--- src/rtl/cam_hw_scoreboard_if.sv ---
// rtl/cam_hw_scoreboard_if.sv - transaction bus from the CAM bus monitor into the scoreboard
interface cam_hw_scoreboard_if #(
    parameter int KEY_W   = 16,
    parameter int DATA_W  = 32,
    parameter int LTIME_W = 32
);
    logic               tr_valid;
    logic               tr_ready;
    logic [1:0]         tr_type;
    logic [KEY_W-1:0]   tr_key;
    logic [DATA_W-1:0]  tr_wdata;
    logic [DATA_W-1:0]  tr_rdata;
    logic               tr_hit;
    logic [LTIME_W-1:0] tr_ltime;

    modport master (
        output tr_valid, tr_type, tr_key, tr_wdata, tr_rdata, tr_hit, tr_ltime,
        input  tr_ready
    );

    modport slave (
        input  tr_valid, tr_type, tr_key, tr_wdata, tr_rdata, tr_hit, tr_ltime,
        output tr_ready
    );
endinterface

--- src/rtl/cam_hw_scoreboard.sv ---
// rtl/cam_hw_scoreboard.sv - hardware scoreboard with a golden true-LRU CAM model, coverage and error counting
module cam_hw_scoreboard #(
    parameter int KEY_W    = 16,
    parameter int DATA_W   = 32,
    parameter int DEPTH    = 8,
    parameter int LTIME_W  = 32,
    parameter int ERRCNT_W = 16
) (
    input  logic                clk,
    input  logic                rst,
    cam_hw_scoreboard_if.slave  bus,
    output logic                chk_valid,
    output logic                chk_err,
    output logic [ERRCNT_W-1:0] err_count,
    output logic [DEPTH-1:0]    cov_hits,
    output logic [DEPTH-1:0]    cov_evicts,
    output logic                cov_ww,
    output logic                cov_wr
);
    localparam int IDX_W = $clog2(DEPTH);

    localparam logic [1:0] TY_RESET = 2'd0;
    localparam logic [1:0] TY_READ  = 2'd1;
    localparam logic [1:0] TY_WRITE = 2'd2;

    typedef enum logic [1:0] {
        ST_IDLE,
        ST_LOOKUP,
        ST_COMMIT
    } state_t;

    state_t state, next_state;

    logic [1:0]         l_type;
    logic [KEY_W-1:0]   l_key;
    logic [DATA_W-1:0]  l_wdata;
    logic [DATA_W-1:0]  l_rdata;
    logic               l_hit;
    logic [LTIME_W-1:0] l_ltime;

    logic               ent_valid [DEPTH];
    logic [KEY_W-1:0]   ent_key   [DEPTH];
    logic [DATA_W-1:0]  ent_data  [DEPTH];
    logic [IDX_W-1:0]   ent_age   [DEPTH];

    logic               hit_found, free_found;
    logic [IDX_W-1:0]   hit_idx, free_idx, victim_idx;

    logic               lk_hit, lk_free;
    logic [IDX_W-1:0]   lk_hit_idx, lk_free_idx, lk_victim_idx;
    logic [DATA_W-1:0]  lk_data;

    logic               prev_valid;
    logic [1:0]         prev_type;
    logic [KEY_W-1:0]   prev_key;
    logic [DATA_W-1:0]  prev_wdata;
    logic [LTIME_W-1:0] prev_ltime;

    logic               commit;
    logic               touch_en, evict_en, err_raw, b2b;
    logic [IDX_W-1:0]   touch_idx;

    always_ff @(posedge clk) begin
        if (rst) begin
            state <= ST_IDLE;
        end else begin
            state <= next_state;
        end
    end

    always_comb begin
        next_state   = state;
        bus.tr_ready = 1'b0;
        chk_valid    = 1'b0;
        case (state)
            ST_IDLE: begin
                bus.tr_ready = 1'b1;
                if (bus.tr_valid) begin
                    next_state = ST_LOOKUP;
                end
            end
            ST_LOOKUP: next_state = ST_COMMIT;
            ST_COMMIT: begin
                chk_valid  = 1'b1;
                next_state = ST_IDLE;
            end
            default: next_state = ST_IDLE;
        endcase
    end

    assign commit = (state == ST_COMMIT);

    always_ff @(posedge clk) begin
        if (bus.tr_valid && bus.tr_ready) begin
            l_type  <= bus.tr_type;
            l_key   <= bus.tr_key;
            l_wdata <= bus.tr_wdata;
            l_rdata <= bus.tr_rdata;
            l_hit   <= bus.tr_hit;
            l_ltime <= bus.tr_ltime;
        end
    end

    // Descending scan so the lowest matching/free index is the one that sticks.
    always_comb begin
        hit_found  = 1'b0;
        hit_idx    = '0;
        free_found = 1'b0;
        free_idx   = '0;
        victim_idx = '0;
        for (int i = DEPTH - 1; i >= 0; i--) begin
            if (ent_valid[i] && (ent_key[i] == l_key)) begin
                hit_found = 1'b1;
                hit_idx   = IDX_W'(i);
            end
            if (!ent_valid[i]) begin
                free_found = 1'b1;
                free_idx   = IDX_W'(i);
            end
            if (ent_age[i] == IDX_W'(DEPTH - 1)) begin
                victim_idx = IDX_W'(i);
            end
        end
    end

    always_ff @(posedge clk) begin
        if (state == ST_LOOKUP) begin
            lk_hit        <= hit_found;
            lk_hit_idx    <= hit_idx;
            lk_free       <= free_found;
            lk_free_idx   <= free_idx;
            lk_victim_idx <= victim_idx;
            lk_data       <= ent_data[hit_idx];
        end
    end

    always_comb begin
        touch_en  = 1'b0;
        evict_en  = 1'b0;
        touch_idx = lk_hit_idx;
        err_raw   = 1'b0;
        case (l_type)
            TY_RESET: err_raw = 1'b0;
            TY_READ: begin
                touch_en = lk_hit;
                err_raw  = lk_hit ? (!l_hit || (l_rdata != lk_data)) : l_hit;
            end
            TY_WRITE: begin
                touch_en = 1'b1;
                if (!lk_hit) begin
                    touch_idx = lk_free ? lk_free_idx : lk_victim_idx;
                    evict_en  = !lk_free;
                end
            end
            default: err_raw = 1'b1;
        endcase
    end

    assign chk_err = chk_valid && err_raw;

    assign b2b = prev_valid && (prev_type == TY_WRITE)
                 && ((prev_ltime + LTIME_W'(1)) == l_ltime);

    // Touching entry t ages everything younger than t by one; t becomes youngest.
    always_ff @(posedge clk) begin
        if (rst || (commit && (l_type == TY_RESET))) begin
            for (int i = 0; i < DEPTH; i++) begin
                ent_valid[i] <= 1'b0;
                ent_age[i]   <= IDX_W'(i);
            end
        end else if (commit && touch_en) begin
            for (int i = 0; i < DEPTH; i++) begin
                if (ent_age[i] < ent_age[touch_idx]) begin
                    ent_age[i] <= ent_age[i] + 1'b1;
                end
            end
            ent_age[touch_idx] <= '0;
            if (l_type == TY_WRITE) begin
                ent_valid[touch_idx] <= 1'b1;
                ent_key[touch_idx]   <= l_key;
                ent_data[touch_idx]  <= l_wdata;
            end
        end
    end

    always_ff @(posedge clk) begin
        if (rst) begin
            err_count  <= '0;
            cov_hits   <= '0;
            cov_evicts <= '0;
            cov_ww     <= 1'b0;
            cov_wr     <= 1'b0;
        end else if (commit) begin
            if (err_raw && (err_count != '1)) begin
                err_count <= err_count + 1'b1;
            end
            if ((l_type == TY_READ) && lk_hit) begin
                cov_hits[lk_hit_idx] <= 1'b1;
            end
            if (evict_en) begin
                cov_evicts[lk_victim_idx] <= 1'b1;
            end
            if (b2b && (prev_key == l_key)) begin
                if ((l_type == TY_WRITE) && (prev_wdata != l_wdata)) begin
                    cov_ww <= 1'b1;
                end
                if (l_type == TY_READ) begin
                    cov_wr <= 1'b1;
                end
            end
        end
    end

    always_ff @(posedge clk) begin
        if (rst) begin
            prev_valid <= 1'b0;
            prev_type  <= TY_RESET;
            prev_key   <= '0;
            prev_wdata <= '0;
            prev_ltime <= '0;
        end else if (commit) begin
            prev_valid <= 1'b1;
            prev_type  <= l_type;
            prev_key   <= l_key;
            prev_wdata <= l_wdata;
            prev_ltime <= l_ltime;
        end
    end
endmodule

--- src/flat_wrapper.sv ---
// flat-port wrapper written by rule: the top's interface ports become plain ports
module cam_hw_scoreboard_flat 
#(
    parameter int KEY_W    = 16,
    parameter int DATA_W   = 32,
    parameter int DEPTH    = 8,
    parameter int LTIME_W  = 32,
    parameter int ERRCNT_W = 16
)
  (clk, rst, chk_valid, chk_err, err_count, cov_hits, cov_evicts, cov_ww, cov_wr, bus_tr_valid, bus_tr_type, bus_tr_key, bus_tr_wdata, bus_tr_rdata, bus_tr_hit, bus_tr_ltime, bus_tr_ready);
  cam_hw_scoreboard_if #(.KEY_W(KEY_W), .DATA_W(DATA_W), .LTIME_W(LTIME_W)) bus_i ();
  input  logic clk;
  input  logic rst;
  output logic chk_valid;
  output logic chk_err;
  output logic [ERRCNT_W-1:0] err_count;
  output logic [DEPTH-1:0] cov_hits;
  output logic [DEPTH-1:0] cov_evicts;
  output logic cov_ww;
  output logic cov_wr;
  input wire logic [$bits(bus_i.tr_valid)-1:0] bus_tr_valid;
  input wire logic [$bits(bus_i.tr_type)-1:0] bus_tr_type;
  input wire logic [$bits(bus_i.tr_key)-1:0] bus_tr_key;
  input wire logic [$bits(bus_i.tr_wdata)-1:0] bus_tr_wdata;
  input wire logic [$bits(bus_i.tr_rdata)-1:0] bus_tr_rdata;
  input wire logic [$bits(bus_i.tr_hit)-1:0] bus_tr_hit;
  input wire logic [$bits(bus_i.tr_ltime)-1:0] bus_tr_ltime;
  output wire logic [$bits(bus_i.tr_ready)-1:0] bus_tr_ready;
  assign bus_i.tr_valid = bus_tr_valid;
  assign bus_i.tr_type = bus_tr_type;
  assign bus_i.tr_key = bus_tr_key;
  assign bus_i.tr_wdata = bus_tr_wdata;
  assign bus_i.tr_rdata = bus_tr_rdata;
  assign bus_i.tr_hit = bus_tr_hit;
  assign bus_i.tr_ltime = bus_tr_ltime;
  assign bus_tr_ready = bus_i.tr_ready;
  cam_hw_scoreboard #(.KEY_W(KEY_W), .DATA_W(DATA_W), .DEPTH(DEPTH), .LTIME_W(LTIME_W), .ERRCNT_W(ERRCNT_W)) u_core (.clk(clk), .rst(rst), .bus(bus_i), .chk_valid(chk_valid), .chk_err(chk_err), .err_count(err_count), .cov_hits(cov_hits), .cov_evicts(cov_evicts), .cov_ww(cov_ww), .cov_wr(cov_wr));
endmodule
--- config.mk ---
export PLATFORM = sky130hd
export DESIGN_NAME = cam_hw_scoreboard_flat
export DESIGN_NICKNAME = d
export VERILOG_FILES = /design/src/rtl/cam_hw_scoreboard_if.sv /design/src/rtl/cam_hw_scoreboard.sv /design/src/flat_wrapper.sv
export SDC_FILE = /design/constraint.sdc
export NUM_CORES = 1
export LEC_CHECK = 0
export ABC_AREA = 1
export ABC_CLOCK_PERIOD_IN_PS = 11160
export BUFFER_PORTS_ARGS = -buffer_cell sky130_fd_sc_hd__buf_2
export CELL_PAD_IN_SITES_DETAIL_PLACEMENT = 2
export CELL_PAD_IN_SITES_GLOBAL_PLACEMENT = 2
export CORE_ASPECT_RATIO = 0.7
export CORE_MARGIN = 4
export CORE_UTILIZATION = 30
export CTS_CLUSTER_DIAMETER = 120
export DETAILED_ROUTE_END_ITERATION = 12
export PLACE_DENSITY_LB_ADDON = 0.1
export SLEW_MARGIN = 20
export SYNTH_ARGS = -nofsm -noshare
export SYNTH_HDL_FRONTEND = slang
export SYNTH_SLANG_ARGS = --single-unit
--- constraint.sdc ---
create_clock -name clk -period 11.16 [get_ports clk]
set_input_delay 0.558 -clock clk [delete_from_list [all_inputs] [get_ports clk]]
set_output_delay 0.558 -clock clk [all_outputs]
set_load 0.02 [all_outputs]
== Yosys cells after proc, flatten, opt, wreduce, memory -nomap -nowiden ==
Memories as Yosys holds them, arrays and structs flattened. A register that Yosys moved wholly into a read port is not among the register bits.
Index checks and enable logic that the tools add are counted.
Widths: inputs -> output; s select.

* Register bits after elaboration: 245
* RAM bits: 416
* Output and inout port bits: 37
* Logic and storage cells: 220
* Memories: 4

{| class="wikitable"
|+ Memory list
! memory !! words !! width !! rd ports !! clocked after memory_dff !! wr ports !! line !! source
|-
| u_core.ent_data || 8 || 32 || 1 || 1 || 1 || cam_hw_scoreboard.sv:43 || <nowiki>logic [DATA_W-1:0] ent_data [DEPTH];</nowiki>
|-
| u_core.ent_key || 8 || 16 || 8 || 0 || 1 || cam_hw_scoreboard.sv:42 || <nowiki>logic [KEY_W-1:0] ent_key [DEPTH];</nowiki>
|-
| u_core.ent_age || 8 || 3 || 9 || 0 || 9 || cam_hw_scoreboard.sv:44 || <nowiki>logic [IDX_W-1:0] ent_age [DEPTH];</nowiki>
|-
| u_core.ent_valid || 8 || 1 || 8 || 0 || 8 || cam_hw_scoreboard.sv:41 || <nowiki>logic ent_valid [DEPTH];</nowiki>
|}

* Add/subtract/negate cells: 10
* Magnitude comparators: 12
* Equal/unequal tests: 27
* Muxes and demuxes: 92
* Bitwise logic cells: 10
* Reduce and logical (&&, ||, !) cells: 39

{| class="wikitable"
|+ Operators with widths
! kind !! number
|-
| $eq 16x16->1 || 9
|-
| $mux 3 || 28
|-
| $ne 32x32->1 || 2
|-
| $mux 1 || 54
|-
| $add 32x1->32 const B || 1
|-
| $eq 32x32->1 || 1
|-
| $add 3x1->3 const B || 8
|-
| $eq 3x3->1 const B || 8
|-
| $lt 3x3->1 || 8
|-
| $logic_and 1x1->1 || 20
|-
| $add 16x1->16 const B || 1
|-
| $ne 16x16->1 const B || 1
|-
| $or 8x8->8 || 2
|-
| $mux 2 || 5
|-
| $lt 3x4->1 const B || 2
|-
| $or 1x1->1 || 8
|-
| $reduce_and 2->1 || 4
|-
| $reduce_and 7->1 || 1
|-
| $reduce_or 7->1 || 1
|-
| $demux 1 s3 || 2
|-
| $eq 2x2->1 const B || 3
|-
| $ge 3x1->1 const B || 2
|-
| $reduce_and 3->1 || 2
|-
| $eq 2x1->1 const B || 2
|-
| 10 further kinds || 15
|}

== Longest topological paths before layout ==
An unclocked memory read counts as a cell.

* Word-level depth: 11
* Gate-level depth with buffers: 23
* Mapped depth without buffers: 20

== Worst setup path before layout ==
Ideal clock, no wire load.

* Path kind: input to register
* Start: input port bus_tr_valid
* End: register u_core.l_hit, enable pin
* Library setup time: 0.731 ns
* Arrival: 8.351 ns
* Required time: 10.429 ns
* Setup slack: 2.078 ns
* Cell stages on the path: 2
* Cell sequence: inv_1 -> nor3_1

* Longest elaborated chain between the ends: 1

{| class="wikitable"
|+ Ends and longest elaborated chain
! item !! line !! source
|-
| start, declared || flat_wrapper.sv:21 || <nowiki>input wire logic [$bits(bus_i.tr_valid)-1:0] bus_tr_valid;</nowiki>
|-
| $logic_and 1x1->1 || cam_hw_scoreboard.sv:94 || <nowiki>if (bus.tr_valid && bus.tr_ready) begin</nowiki>
|-
| end signal, assigned || cam_hw_scoreboard.sv:99 || <nowiki>l_hit <= bus.tr_hit;</nowiki>
|-
| end, declared || cam_hw_scoreboard.sv:38 || <nowiki>logic l_hit;</nowiki>
|}

No other way between the ends.
A chain may end at the register's enable or synchronous reset.

== Final worst setup path ==
* Start: register u_core.l_key[1]
* End: register u_core.lk_data[19] (read register of u_core.ent_data) (data pin)

* Longest elaborated chain between the ends: 10
* Elaborated cells on any way between the ends: 24
* Classes of those cells: eq/ne (8); mux (8); reduce/logical (8)

{| class="wikitable"
|+ Ends and longest elaborated chain
! item !! line !! source
|-
| start, declared || cam_hw_scoreboard.sv:35 || <nowiki>logic [KEY_W-1:0] l_key;</nowiki>
|-
| start signal, assigned || cam_hw_scoreboard.sv:96 || <nowiki>l_key <= bus.tr_key;</nowiki>
|-
| $eq 16x16->1 || cam_hw_scoreboard.sv:112 || <nowiki>if (ent_valid[i] && (ent_key[i] == l_key)) begin</nowiki>
|-
| $logic_and 1x1->1 || cam_hw_scoreboard.sv:112 ||
|-
| $mux 3 (7 in a row) || cam_hw_scoreboard.sv:112 ||
|-
| $mux 3 * || cam_hw_scoreboard.sv:112 ||
|-
| end, declared || cam_hw_scoreboard.sv:51 || <nowiki>logic [DATA_W-1:0] lk_data;</nowiki>
|}

Every way passes the cells marked *; elsewhere a longest branch is shown, timed or not.

==> results.md <==
- Status: finished, final reports clean
- Syn avg cell area: 9.667 sq um
- Sw frac: 24.01%
- P_int: 0.004480 W
- Hold Fails Final Rpt: 0
- GP Congestion: approximately 0.87
- R2R depth: 15
- Sequential power share: 49.2%
- Clock Latency Late Sink: 650 ps
- Pre-CTS WS: 6383 ps
- Setup CP Type: reg -> reg
- Largest net degree at the start of global routing: ~130
- Fin area: 37460 sq um
- Final WS setup: 6481 ps
- Final critical-path share of the clock period: 41.93%
- Setup_tns: 0 ps
- LEAKAGE: 14.99 nW
- Max-cap violation count: 0
- Total GRT Usage: between 20% and 30%
- DRC viols: 0
- Starting DRT DRC Count: 1533
- Via density: 5.021
- Largest area contributor in the netlist: edfxtp_1
- I/O Pins: 155
- Min cycle time layout: 4679 ps
- Hold WC Path Type: in -> reg
- Grt ovf: 0
- Core ar.: around 110000 sq um
- Wire per inst: roughly 23 microns
- Comb pwr share: 5.7%
- CTS Root Cell: clkbuf_16
- Sw power: 0.001416 W
- Clock Sinks: 693
- Clock Power Share: 45.1%
- Type of origin of the critical path: register
- Detailed Routing Iterations Pass 1: 5
- Layout cell share with drive strength beyond 1: 10.91%
- CTS buffer count: 79
- Number of synthesized flops with an enable pin: 542
- Max Clock Skew: 19.07 ps
- Global-route wire length before repair: ~180000 microns
- Arr. time, crit path: slightly above 5000 ps
- Worst slew pin tran: 1054 ps
- Starting Density: 30.36%
- CTS max path bufs: 3
- Area share of the largest cell type after synthesis: roughly half
- Max rail drop VDD: 0.09842 mV
- FP Rows: 100
- CTS H-Tree Depth: 3
- DP HPWL: between 70000 and 80000 microns
- WP data required: 11580 ps
- Slew HR: 29.72%
- Worst hold path depth: 1
- Die X: around 400 microns
- Yosys reg bits: ~690
- Area delta synth->final: 15.47%
- Total wire length: 117500 microns
- Hold-fix buffers, CTS: 0
- Final Net Count: roughly 3700
- Final Max Tran Viols: 0
- Clk slew on worst S/H paths: 60 ps
- Netlist cell types: roughly 50
- Die height: 283.1 microns
- Post-CTS resize count: 0
- Critical hold path startpoint: bus_tr_key[11]
- Routed via count: 25180
- Initial antenna violation count: 9
- Crit Reg-Reg Endpoint: u_core.lk_data[19]
- End of the worst hold path: u_core.l_key[11]
- Synth area leaders: edfxtp_1 50%, dfxtp_1 9.3%, nand2_1 7.7%, nand3_1 5.1%, inv_1 4.9%
- Max Clk Rate: 0.2137 GHz
- WHS: ~76 ps
- YS warnings: 0
- Post-DRT Antenna Nets: 0
- Die area: 113600 sq um
- CTS tree: built
- Power per Cell Area: 157.4 nW/um^2
- Setup Fix Bufs, Post-CTS: 0
- Ys flop type: edfxtp_1
- Asr flop ratio synth: 0%
- # fillers: approximately 12000
- Vias in the first global route: 27420
- R2r setup slk: 6480 ps
- RSZ-0062 raised after global routing: false
- Final Setup Violations: 0
- Sequential cell area fraction in the yosys report: about three fifths
- Max Fanout on Critical Path: 32
- Synth Net Count: 3511
- Critical path capture point type: register
- Worst R2R Start: u_core.l_key[1]
- # port buffers: 154
- Synth Instances: 3356
- Placement Cell Area: 34860 sq um
- Syn Std Cell Area: 32440 sq um
==> cells in the final DEF, fill, tap and decap left out, types with 50 or more instances in the layout <==
master,n
a21oi_1,100
buf_2,154
buf_4,50
clkbuf_16,82
dfxtp_1,151
edfxtp_1,542
inv_1,425
nand2_1,665
nand3_1,327
nand3b_1,92
nand4_1,112
nor2_1,268
nor3_1,69
o21ai_0,109
xnor2_1,67
xor2_1,73
==> flip-flops by register name, indices dropped and copies added (netlist names), 2 cells and up <==
signal	count
u_core.ent_data	256
u_core.ent_key	128
u_core.l_ltime	32
u_core.l_rdata	32
u_core.l_wdata	32
u_core.lk_data	32
u_core.prev_ltime	32
u_core.prev_wdata	32
u_core.ent_age	24
u_core.err_count	16
u_core.l_key	16
u_core.prev_key	16
u_core.cov_evicts	8
u_core.cov_hits	8
u_core.ent_valid	8
u_core.lk_free_idx	3
u_core.lk_hit_idx	3
u_core.lk_victim_idx	3
u_core.l_type	2
u_core.prev_type	2
u_core.state	2
==> layer usage <==
layer / vias up / share of wire (%) / track usage [%]
met4: 0 / 2.2 / 4.745
met1: 12890 / 50 / 29.48
met5: - / 0 / 0
li1: 11680 / - / -
met3: 147 / 4.2 / 3.212
met2: 462 / 44 / 31.56
==> layout make-up <==
type	instances	area (sq um)	share of cell area, %
clock inverter	36	384.1	1.025
sequential	693	19300	51.51
clock buffer	109	2213	5.908
inverter	448	1684	4.496
antenna	2	5.005	0.01336
multi-input combinational	2095	10940	29.21
timing repair buffer	204	1146	3.059
tap	1428	1787	4.769
==> Yosys cell counts, types with 4 or more instances <==
master and instances:
nor4_1 24, or2_2 24, a21oi_1 100, dfxtp_1 151, o21ai_0 109, nand3b_1 92
o211ai_1 4, nand2_1 665, or2_1 16, a31oi_1 11, o21ai_1 9, nand4_1 112
nor2_1 279, o2111ai_1 8, a211oi_1 9, buf_2 30, nor2_2 6, nor3b_1 8
o22ai_1 19, ha_1 37, nor3_1 70, buf_4 21, inv_1 426, edfxtp_1 542
xnor3_1 4, nand3_1 328, xnor2_1 67, buf_6 8, xor2_1 73, inv_2 18
clkbuf_1 60
==> how the worst max path moves through the flow <==
stage                                start                     end  slack [ps]  cells after the start
after floorplan               bus_tr_valid            u_core.l_hit        2080                      2
after global placement                 rst  u_core.ent_data[6][22]        6550                     11
after detailed placement               rst  u_core.ent_data[5][22]        6380                     11
after CTS                  u_core.l_key[1]      u_core.lk_data[19]        6530                     15
after global routing      u_core.l_type[0]    u_core.ent_age[7][1]        6210                     19
final                      u_core.l_key[1]      u_core.lk_data[19]        6480                     15
==> power by group through the flow <==
stage / registers (W) / logic [W] / clock network (W)
global placement: 0.00295 / 0.000322 / 0
floorplan: 0.00294 / 0.000194 / 0
detailed placement: 0.00296 / 0.000337 / 0
finish: 0.00290 / 0.000335 / 0.00266
global route: 0.00291 / 0.000372 / 0.00285
CTS: 0.00290 / 0.000339 / 0.00276
==> worst max-delay path, cell delays in order, from the launching register on <==
cell	delay, ps
edfxtp_1	1000
inv_2	390
nand2_1	220
nand2_1	80
clkinv_1	60
nand3_1	70
nor4_1	410
nand3b_1	130
buf_4	330
nand2_1	240
nor3_4	50
buf_4	250
inv_1	760
nand3_1	250
nand2_1	120
inv_1	40
==> metrics by stage <==
step | util (%) | instances | power [W]
floorplan | - | 3356 | 0.003135
global placement | 32.62 | 4868 | 0.003275
detailed placement | 32.62 | 4868 | 0.003294
CTS | 35.05 | 5013 | 0.005996
global route | 35.06 | 5013 | 0.006134
finish | 35.06 | 5015 | 0.005896
==> cells by family after synthesis <==
group	after synthesis	share of synthesized area (%)
xor+xnor	144	4.057
flops	693	59.48
fa+ha+maj	37	1.427
simple gates	1638	23.26
compound gates	276	4.647
buf+inv	568	7.123
No activity file was read; power rests on OpenSTA's default activity.
